## src/rtl/target_pkg.sv

```systemverilog
// Shared types and screen geometry for the target field and its helpers.
package target_pkg;

    localparam int SCREEN_W = 640;
    localparam int SCREEN_H = 480;

    typedef logic [9:0] coord_x_t;
    typedef logic [8:0] coord_y_t;

    typedef struct packed {
        logic     valid;
        coord_x_t cx;
        coord_y_t cy;
    } target_t;

    typedef enum logic {S_IDLE, S_SCAN} state_t;

    // Operands arrive zero-extended, so the magnitude never wraps.
    function automatic logic [10:0] abs_diff(input logic [10:0] a, input logic [10:0] b);
        return (a >= b) ? (a - b) : (b - a);
    endfunction

endpackage

```

## src/rtl/target_field_lfsr16.sv

```systemverilog
// 16-bit Fibonacci LFSR (taps 16,14,13,11), shifts left every cycle, feedback into bit 0.
module lfsr16 (
    input  logic        clk,
    input  logic        reset,
    input  logic [15:0] seed,
    output logic [15:0] q
);
    logic [15:0] q_reg;
    logic        fb;

    assign fb = q_reg[15] ^ q_reg[13] ^ q_reg[12] ^ q_reg[10];
    assign q  = q_reg;

    always_ff @(posedge clk or negedge reset) begin
        if (!reset) begin
            q_reg <= seed;
        end else begin
            q_reg <= {q_reg[14:0], fb};
        end
    end

endmodule

```

## src/rtl/target_field.sv

```systemverilog
// Target field: N_TGT square targets, one-slot-per-cycle shot scan, saturating score, LFSR respawn.
// Optional: define TARGET_FIELD_MISS_PENALTY_EN so that a miss also costs one point.
module target_field
    import target_pkg::*;
#(
    parameter int          N_TGT         = 4,
    parameter int          TGT_RADIUS    = 16,
    parameter int          SCORE_W       = 8,
    parameter int          RESPAWN_TICKS = 25_000_000,
    parameter logic [15:0] LFSR_SEED     = 16'hACE1
) (
    input  logic                     clk,
    input  logic                     reset,
    input  logic                     shot,
    input  logic [9:0]               shoot_x,
    input  logic [8:0]               shoot_y,
    input  logic [9:0]               x,
    input  logic [8:0]               y,
    output logic                     render,
    output logic                     hit,
    output logic                     miss,
    output logic                     busy,
    output logic [SCORE_W-1:0]       score,
    output logic [N_TGT-1:0]         tgt_valid,
    input  logic [$clog2(N_TGT)-1:0] dbg_sel,
    output logic [9:0]               dbg_x,
    output logic [8:0]               dbg_y
);
    localparam int          IDX_W = $clog2(N_TGT);
    localparam int          CNT_W = $clog2(RESPAWN_TICKS + 2);
    localparam logic [10:0] RAD   = 11'(TGT_RADIUS);
    localparam coord_x_t    X_LO  = coord_x_t'(TGT_RADIUS);
    localparam coord_x_t    X_HI  = coord_x_t'(SCREEN_W - TGT_RADIUS);
    localparam coord_y_t    Y_LO  = coord_y_t'(TGT_RADIUS);
    localparam coord_y_t    Y_HI  = coord_y_t'(SCREEN_H - TGT_RADIUS);

    state_t             state_reg;
    logic [IDX_W-1:0]   idx_reg;
    coord_x_t           sx_reg;
    coord_y_t           sy_reg;
    target_t            tgt_reg [N_TGT];
    logic [SCORE_W-1:0] score_reg;
    logic [CNT_W-1:0]   cnt_reg;
    logic               hit_reg;
    logic               miss_reg;
    logic               render_reg;

    logic [15:0]        lfsr_q;
    coord_x_t           cand_x;
    coord_y_t           cand_y;
    logic               cand_ok;
    logic               any_free;
    logic [IDX_W-1:0]   free_idx;
    logic               spawn;
    target_t            spawn_tgt;
    target_t            cur_tgt;
    logic               scan_hit;
    logic [N_TGT-1:0]   pix_in;

    lfsr16 u_lfsr (
        .clk   (clk),
        .reset (reset),
        .seed  (LFSR_SEED),
        .q     (lfsr_q)
    );

    // Per-slot render test (strict inequality) and valid fan-out.
    generate
        for (genvar gi = 0; gi < N_TGT; gi++) begin : g_slot
            assign tgt_valid[gi] = tgt_reg[gi].valid;
            assign pix_in[gi]    = tgt_reg[gi].valid
                                && (abs_diff({1'b0, x}, {1'b0, tgt_reg[gi].cx}) < RAD)
                                && (abs_diff({2'b00, y}, {2'b00, tgt_reg[gi].cy}) < RAD);
        end
    endgenerate

    assign cand_x    = lfsr_q[9:0];
    assign cand_y    = lfsr_q[15:7];
    assign cand_ok   = (cand_x >= X_LO) && (cand_x < X_HI) && (cand_y >= Y_LO) && (cand_y < Y_HI);
    assign spawn_tgt = '{valid: 1'b1, cx: cand_x, cy: cand_y};

    always_comb begin
        any_free = 1'b0;
        free_idx = '0;
        for (int i = N_TGT - 1; i >= 0; i--) begin
            if (!tgt_reg[i].valid) begin
                any_free = 1'b1;
                free_idx = IDX_W'(i);
            end
        end
    end

    assign spawn    = (state_reg == S_IDLE) && (cnt_reg == '0) && any_free && cand_ok;
    assign cur_tgt  = tgt_reg[idx_reg];
    assign scan_hit = cur_tgt.valid
                   && (abs_diff({1'b0, sx_reg}, {1'b0, cur_tgt.cx}) <= RAD)
                   && (abs_diff({2'b00, sy_reg}, {2'b00, cur_tgt.cy}) <= RAD);

    always_ff @(posedge clk or negedge reset) begin
        if (!reset) begin
            state_reg  <= S_IDLE;
            idx_reg    <= '0;
            sx_reg     <= '0;
            sy_reg     <= '0;
            score_reg  <= '0;
            cnt_reg    <= '0;
            hit_reg    <= 1'b0;
            miss_reg   <= 1'b0;
            render_reg <= 1'b0;
            for (int i = 0; i < N_TGT; i++) begin
                tgt_reg[i] <= '0;
            end
        end else begin
            hit_reg    <= 1'b0;
            miss_reg   <= 1'b0;
            render_reg <= |pix_in;
            if (cnt_reg != '0) begin
                cnt_reg <= cnt_reg - 1'b1;
            end
            // Spawn and shot acceptance share the idle edge; the scan sees the new slot.
            if (spawn) begin
                tgt_reg[free_idx] <= spawn_tgt;
            end
            case (state_reg)
                S_IDLE: begin
                    if (shot) begin
                        sx_reg    <= shoot_x;
                        sy_reg    <= shoot_y;
                        idx_reg   <= '0;
                        state_reg <= S_SCAN;
                    end
                end
                S_SCAN: begin
                    if (scan_hit) begin
                        tgt_reg[idx_reg].valid <= 1'b0;
                        if (score_reg != {SCORE_W{1'b1}}) begin
                            score_reg <= score_reg + 1'b1;
                        end
                        hit_reg   <= 1'b1;
                        cnt_reg   <= CNT_W'(RESPAWN_TICKS);
                        state_reg <= S_IDLE;
                    end else if (idx_reg == IDX_W'(N_TGT - 1)) begin
                        miss_reg  <= 1'b1;
`ifdef TARGET_FIELD_MISS_PENALTY_EN
                        if (score_reg != '0) begin
                            score_reg <= score_reg - 1'b1;
                        end
`endif
                        state_reg <= S_IDLE;
                    end else begin
                        idx_reg <= idx_reg + 1'b1;
                    end
                end
            endcase
        end
    end

    assign render = render_reg;
    assign hit    = hit_reg;
    assign miss   = miss_reg;
    assign busy   = (state_reg == S_SCAN);
    assign score  = score_reg;
    assign dbg_x  = tgt_reg[dbg_sel].cx;
    assign dbg_y  = tgt_reg[dbg_sel].cy;

endmodule

```

## config.mk

```make
export PLATFORM = sky130hd
export DESIGN_NAME = target_field
export DESIGN_NICKNAME = d
export VERILOG_FILES = /design/src/rtl/target_pkg.sv /design/src/rtl/target_field_lfsr16.sv /design/src/rtl/target_field.sv
export SDC_FILE = /design/constraint.sdc
export NUM_CORES = 1
export LEC_CHECK = 0
export BUFFER_PORTS_ARGS = -buffer_cell sky130_fd_sc_hd__buf_2
export CAP_MARGIN = 10
export CORE_ASPECT_RATIO = 1.2
export CORE_MARGIN = 5
export CORE_UTILIZATION = 50
export CTS_CLUSTER_SIZE = 25
export DETAILED_ROUTE_END_ITERATION = 10
export PLACE_DENSITY = 0.67
export SETUP_SLACK_MARGIN = 0.2
export SYNTH_ARGS = -nofsm -noshare
export SYNTH_HDL_FRONTEND = slang
export SYNTH_SLANG_ARGS = --single-unit
```

## constraint.sdc

```tcl
create_clock -name clk -period 6.27 [get_ports clk]
set_clock_uncertainty 0.05 [all_clocks]
set_input_delay 0.9405 -clock clk [delete_from_list [all_inputs] [get_ports clk]]
set_output_delay 0.9405 -clock clk [all_outputs]
set_load 0.05 [all_outputs]
```

# Word level (Yosys, flattened, before mapping)
# Index checks and enable logic that the tools add are counted.
# totals
reg_bits	154
latch_bits	0
ram_bits	0
romBits	0
in_bits	43
output_inout_bits	35
wordCells	159
n_memories	0
# classes
addsub	23
mul	0
div_mod_pow	0
magnitude_cmp	29
n_eq_ne	5
n_shift	0
mux	49
bitwise_logic	7
reduce_logical	24
# ops
cell	count
two-way mux 80 bit	3
bitwise mux 80 bit	2
two-way mux 11 bit	10
subtractor 10 x 10 -> 11 bit	10
subtractor 9 x 9 -> 10 bit	10
< comparator 11 x 5 -> 1 bit (second input constant)	8
binary-select mux 20 bit (select 2 bit)	2
demux 20 bit (select 2 bit)	2
two-way mux 20 bit	4
two-way mux 25 bit	3
greater-or-equal comparator 10 bit	5
greater-or-equal comparator 9 bit	5
two-way mux 19 bit	2
logical NOT 25 bit	1
nonzero test 25 bit	1
subtractor 25 x 1 -> 25 bit (second input constant)	1
less-or-equal comparator 11 x 5 -> 1 bit (second input constant)	2
logical AND 1 bit	18
two-way mux 2 bit	7
two-way mux 1 bit	12
greater-or-equal comparator 10 x 5 -> 1 bit (second input constant)	1
< comparator 10 bit (second input constant)	1
greater-or-equal comparator 3 bit (second input constant)	3
greater-or-equal comparator 9 x 5 -> 1 bit (second input constant)	1
15 further kinds	23

# Logic depth before layout (Yosys ltp)
# logic_depth
depth_word	14
mapped_depth	16
mapped_depth_nobuf	14

# Worst setup path before layout
# No wires, ideal clock.
# synth_timing
kind	reg2reg
start	reg idx_reg[0]
end	reg score_reg[7], in the netlist score[7]
setup_time_ns	0.128
arrival_time_ns	4.880
t_required_ns	6.092
path_slack_ns	1.213
stages_incl_launch_ff	15
n_path_buf	2
period_less_slack_ns	5.057
path_cell_list	dfrtp_1 clkbuf_1 buf_1 mux4_2 ha_1 nor2b_1 o31a_1 o41a_1 a21oi_1 mux2_2 nor4_1 a41oi_2 nor4b_4 nand4_1 mux2_1
# synth_via
elab_chain_len	10
word_cells_on_any_way	17
classes_between	4 x add/sub; 4 x order compare; 5 x mux; 1 x bitwise; 3 x reduce/logical
# synth_lines
element	line	rtl
start: declaration	target_field.sv:38	logic [IDX_W-1:0] idx_reg;
start signal: assignment	target_field.sv:151	idx_reg <= idx_reg + 1'b1;
NOT 2 -> 3 bit (not written as such) (*)	target_field.sv:94	assign cur_tgt = tgt_reg[idx_reg];
binary-select mux 20 bit (select 2 bit) (*)	target_field.sv:94	
two-way mux 20 bit (not written as such) (*) (2 in series)	target_field.sv:94	
subtractor 10 x 10 -> 11 bit or greater-or-equal comparator 10 bit (tied branches)	target_pkg.sv:20	return (a >= b) ? (a - b) : (b - a);
two-way mux 11 bit	target_pkg.sv:20	
less-or-equal comparator 11 x 5 -> 1 bit	target_field.sv:96	&& (abs_diff({1'b0, sx_reg}, {1'b0, cur_tgt.cx}) <= RAD)
logical AND 1 bit	target_field.sv:96	
logical AND 1 bit (*)	target_field.sv:97	&& (abs_diff({2'b00, sy_reg}, {2'b00, cur_tgt.cy}) <= RAD);
AND reduction 3 bit (no line) (*)	--	
end signal: assignment	target_field.sv:137	score_reg <= score_reg + 1'b1;
end: declaration	target_field.sv:42	logic [SCORE_W-1:0] score_reg;
# Every way passes the cells marked *; elsewhere a longest branch is shown, timed or not. The select of a mux whose other input is x is not followed.
# A chain may end at the register's enable or synchronous reset.

# Final worst setup path
# layout_timing
start	reg idx_reg[0]
end	reg tgt_reg, in the netlist tgt_valid[3]
# layout_via
elab_chain_len	11
word_cells_on_any_way	24
classes_between	4 x add/sub; 6 x order compare; 10 x mux; 1 x bitwise; 3 x reduce/logical
# layout_lines
element	line	rtl
NOT 2 -> 3 bit (not written as such) (*)	target_field.sv:94, target_field.sv:135	
binary-select mux 20 bit (select 2 bit)	target_field.sv:94	
two-way mux 20 bit (not written as such) (2 in series)	target_field.sv:94	
subtractor 10 x 10 -> 11 bit or greater-or-equal comparator 10 bit (tied branches)	target_pkg.sv:20	
two-way mux 11 bit	target_pkg.sv:20	
less-or-equal comparator 11 x 5 -> 1 bit	target_field.sv:96	
logical AND 1 bit	target_field.sv:96	
logical AND 1 bit	target_field.sv:97	
two-way mux 80 bit (*)	target_field.sv:134	if (scan_hit) begin
two-way mux 80 bit (*)	target_field.sv:124	case (state_reg)
end signal: indexed assignment	target_field.sv:122	tgt_reg[free_idx] <= spawn_tgt;
end: declaration	target_field.sv:41	target_t tgt_reg [N_TGT];
# Marked as above.

==> flow_metrics.py <==
metrics = {
    "outcome": {
        "status": "complete, no violations",
    },
    "floorplan": {
        "die_y_um": 190,
        "io_pins": 78,
        "die_w_um": 160,
        "die_area_um2": 30400,
        "core-area_um2": 26400,
        "num_rows": 65,
        "initial_core_util_pct": 51.0,
    },
    "final_layout": {
        "layout_commonest_cell": "ha_1",
        "drive_gt1_share_pct": 12.8,
        "utilization_pct": 55.6,
        "num-nets-final": 1815,
        "n_antenna_cell": 0,
        "synthToLayoutAreaGrowth_pct": 9.09,
        "fill_cells": 2436,
        "final_cell_mix": "ha_1 (196), inv_1 (148), nand2_1 (144)",
        "stdcell_area_um2": 14700,
        "layout.cells.non_filler": 1924,
    },
    "global_route": {
        "busiest_layer": "met2",
        "grt_remaining_overflow": 0,
        "grt_pass1_vias": 11588,
        "met2_usage_pct": 44.9,
        "grt_use_total_pct": 26.2,
        "grt_max_degree": 82,
        "grt_use_met1_pct": 34.4,
        "antenna_found_initial": 0,
        "grt_first_pass_wirelength_um": 63500,
        "grt_use_met3_pct": 3.38,
    },
    "synth": {
        "synth_area_per_cell_um2": 8.83,
        "netlist-cell-type-count": 95,
        "synth-main-ff-cell": "dfrtp_1",
        "synthCells": 1527,
        "async_flop_share_pct": 100,
        "ys_seq_area_share_pct": 26.4,
        "yosys_warnings": 0,
        "synth_area_um2": 13500,
        "synth_edf_count": 0,
        "syn_nets": 1766,
        "ys_seq_elements": 142,
        "synthTopCellsByArea": "dfrtp_1 (25%), ha_1 (18%), mux4_2 (5.5%)",
        "synthDominantCellAreaShare_pct": 24.9,
        "yosysTopAreaCell": "dfrtp_1",
    },
    "placed_design": {
        "placed_area_um2": 14100,
        "port_buffers": 77,
        "gp_congestion": 0.931,
        "place_inst": 1892,
        "dp_hpwl_um": 31100,
    },
    "cts": {
        "cts_inserted_buffers": 17,
        "post_cts_buffers": 0,
        "clkTransAtPathRegs_ns": 0.06,
        "ctsResizeCount": 0,
        "cts_tree": "built",
        "cts_buffer_depth": 2,
        "cts_max_level": 4,
        "postCtsHoldBufs": 0,
        "cts.sinks": 142,
        "cts-root-buf": "clkbuf_16",
        "clk_latency_ns": 0.44,
    },
    "detailed_routing": {
        "final_antenna_net_count": 0,
        "via_per_inst": 6.00,
        "num_vias": 11544,
        "wirelength_um": 39800,
        "post_drt_wl_per_cell_um": 20.7,
        "dr.first_iter.drc_count": 750,
        "drcViolationCount": 0,
        "dr.pass1.iters": 5,
    },
    "critical_path": {
        "cp_data_arrival_time_ns": 5.25,
        "r2r_cells": 14,
        "end_kind": "register",
        "ff2ff_setup_slack_ns": 1.25,
        "r2r_start": "idx_reg[0]",
        "start_kind": "register",
        "cp_data_required_time_ns": 6.50,
        "rr_endpoint": "tgt_valid[3]",
        "crit_type": "reg2reg",
        "slowest_delay_ns": 0.64,
        "crit_slowest_cell": "dfrtp_1",
        "critPathMaxFanout": 13,
        "crit_chain": "buf_4, mux4_2, ha_1, nor2b_1, o21a_1, nor2_1, o311ai_4, mux2i_1, xor2_1, a41oi_1, nor3_1, nand2_1, inv_1, a22oi_1",
    },
    "worst_hold_path": {
        "min_path_cells": 0,
        "hp-class": "reg2reg",
        "hold_end": "u_lfsr.q[7]",
        "min_from": "u_lfsr.q[6]",
    },
    "power_and_ir_drop": {
        "comb_power_share_pct": 40.1,
        "power_frac_clock_pct": 29.9,
        "pwr-share-seq_pct": 30.0,
        "leakagePower_nw": 6.84,
        "p_per_area_nw_per_um2": 239,
        "internal_power_w": 0.00218,
        "power_switching_w": 0.00132,
        "p_sw_share_pct": 37.8,
        "vdd_ir_drop_max_mv": 0.210,
    },
    "timing": {
        "hold_ws_ns": 0.390,
        "rsz0062_at_grt": "no",
        "final.setup.tns_ns": 0,
        "setup_viol": 0,
        "drv_slew": 0,
        "finalCriticalPeriod_ns": 5.02,
        "max_slew_margin_pct": 47.3,
        "worst_slew_pin_slew_ns": 0.784,
        "fin_crit_sh_pct": 80.1,
        "finalHoldViolCount": 0,
        "fmax_mhz": 199,
    },
    "job": {
        "maxCapViolations": 0,
    },
}
worst max-delay path, delay by kind of cell, from the launching register on:
kind	cells	cell delay [ns]
AND/OR/NAND/NOR	4	1.31
XOR/XNOR	1	0.17
flip-flops	1	0.64
multiplexers	2	0.85
adder cells (fa/ha/maj)	1	0.37
AO/OA/AOI/OAI	4	0.93
buffers and inverters	2	0.55
how the worst max path moves through the flow:
stage,from,endpoint,cells past startpoint
6_report,idx_reg[0],tgt_valid[3],14
2_1_floorplan,idx_reg[0],score[7],14
5_1_grt,idx_reg[0],tgt_valid[3],14
3_5_place_dp,idx_reg[0],tgt_valid[3],12
3_3_place_gp,idx_reg[0],tgt_valid[3],12
4_1_cts,idx_reg[0],tgt_valid[3],12
power by group through the flow:
stage	combinational (W)	clock, W	sequential, W
finish	0.00141	0.00105	0.00105
global route	0.00155	0.00111	0.00106
CTS	0.00140	0.00107	0.00105
detailed placement	0.00139	0	0.00107
global placement	0.00138	0	0.00107
floorplan	0.00107	0	0.00106
through the flow:
stage	worst slack, ns	total power (W)
2_1_floorplan	1.21	0.00213
3_3_place_gp	1.47	0.00245
3_5_place_dp	1.28	0.00246
4_1_cts	1.27	0.00352
5_1_grt	0.845	0.00372
6_report	1.25	0.00351
cell type report:
| class | instances | area, µm² | area share, % |
|---|---|---|---|
| clock buffer | 21 | 470 | 3.20 |
| timing repair buffer | 86 | 459 | 3.12 |
| clock inverter | 11 | 133 | 0.902 |
| inverter | 148 | 556 | 3.78 |
| sequential | 142 | 3560 | 24.2 |
| tap | 335 | 419 | 2.85 |
| multi-input combinational | 1181 | 9100 | 61.9 |
logic make-up (layout without fill, tap and decap cells):
| logic type | count (synthesis) | count (layout) | synth area share, % |
|---|---|---|---|
| and+or+nand+nor | 436 | 436 | 16.2 |
| DFF | 142 | 142 | 26.4 |
| buffers and inverters | 204 | 266 | 6.14 |
| adders and majority gates | 196 | 196 | 18.2 |
| xor gates and xnor gates | 65 | 65 | 4.22 |
| AOI/OAI and AO/OA | 398 | 398 | 19.1 |
| muxes | 86 | 86 | 9.71 |
cell usage after synthesis, drive strengths merged (22+ instances only):
cell type,instances
mux4,33
nor2b,25
nand3,32
mux2,28
inv,148
mux2i,25
nor2,85
nor3,29
a21oi,100
clkbuf,36
nand2,144
nand2b,22
dfrtp,134
xnor2,45
o21ai,143
ha,196
metal layers:
layer	wire length [µm]	up-vias
met4	1150	0
li1	-	5543
met3	2120	73
met2	19200	347
met5	0	-
met1	17400	5581
(Power assumes the default switching activity.)
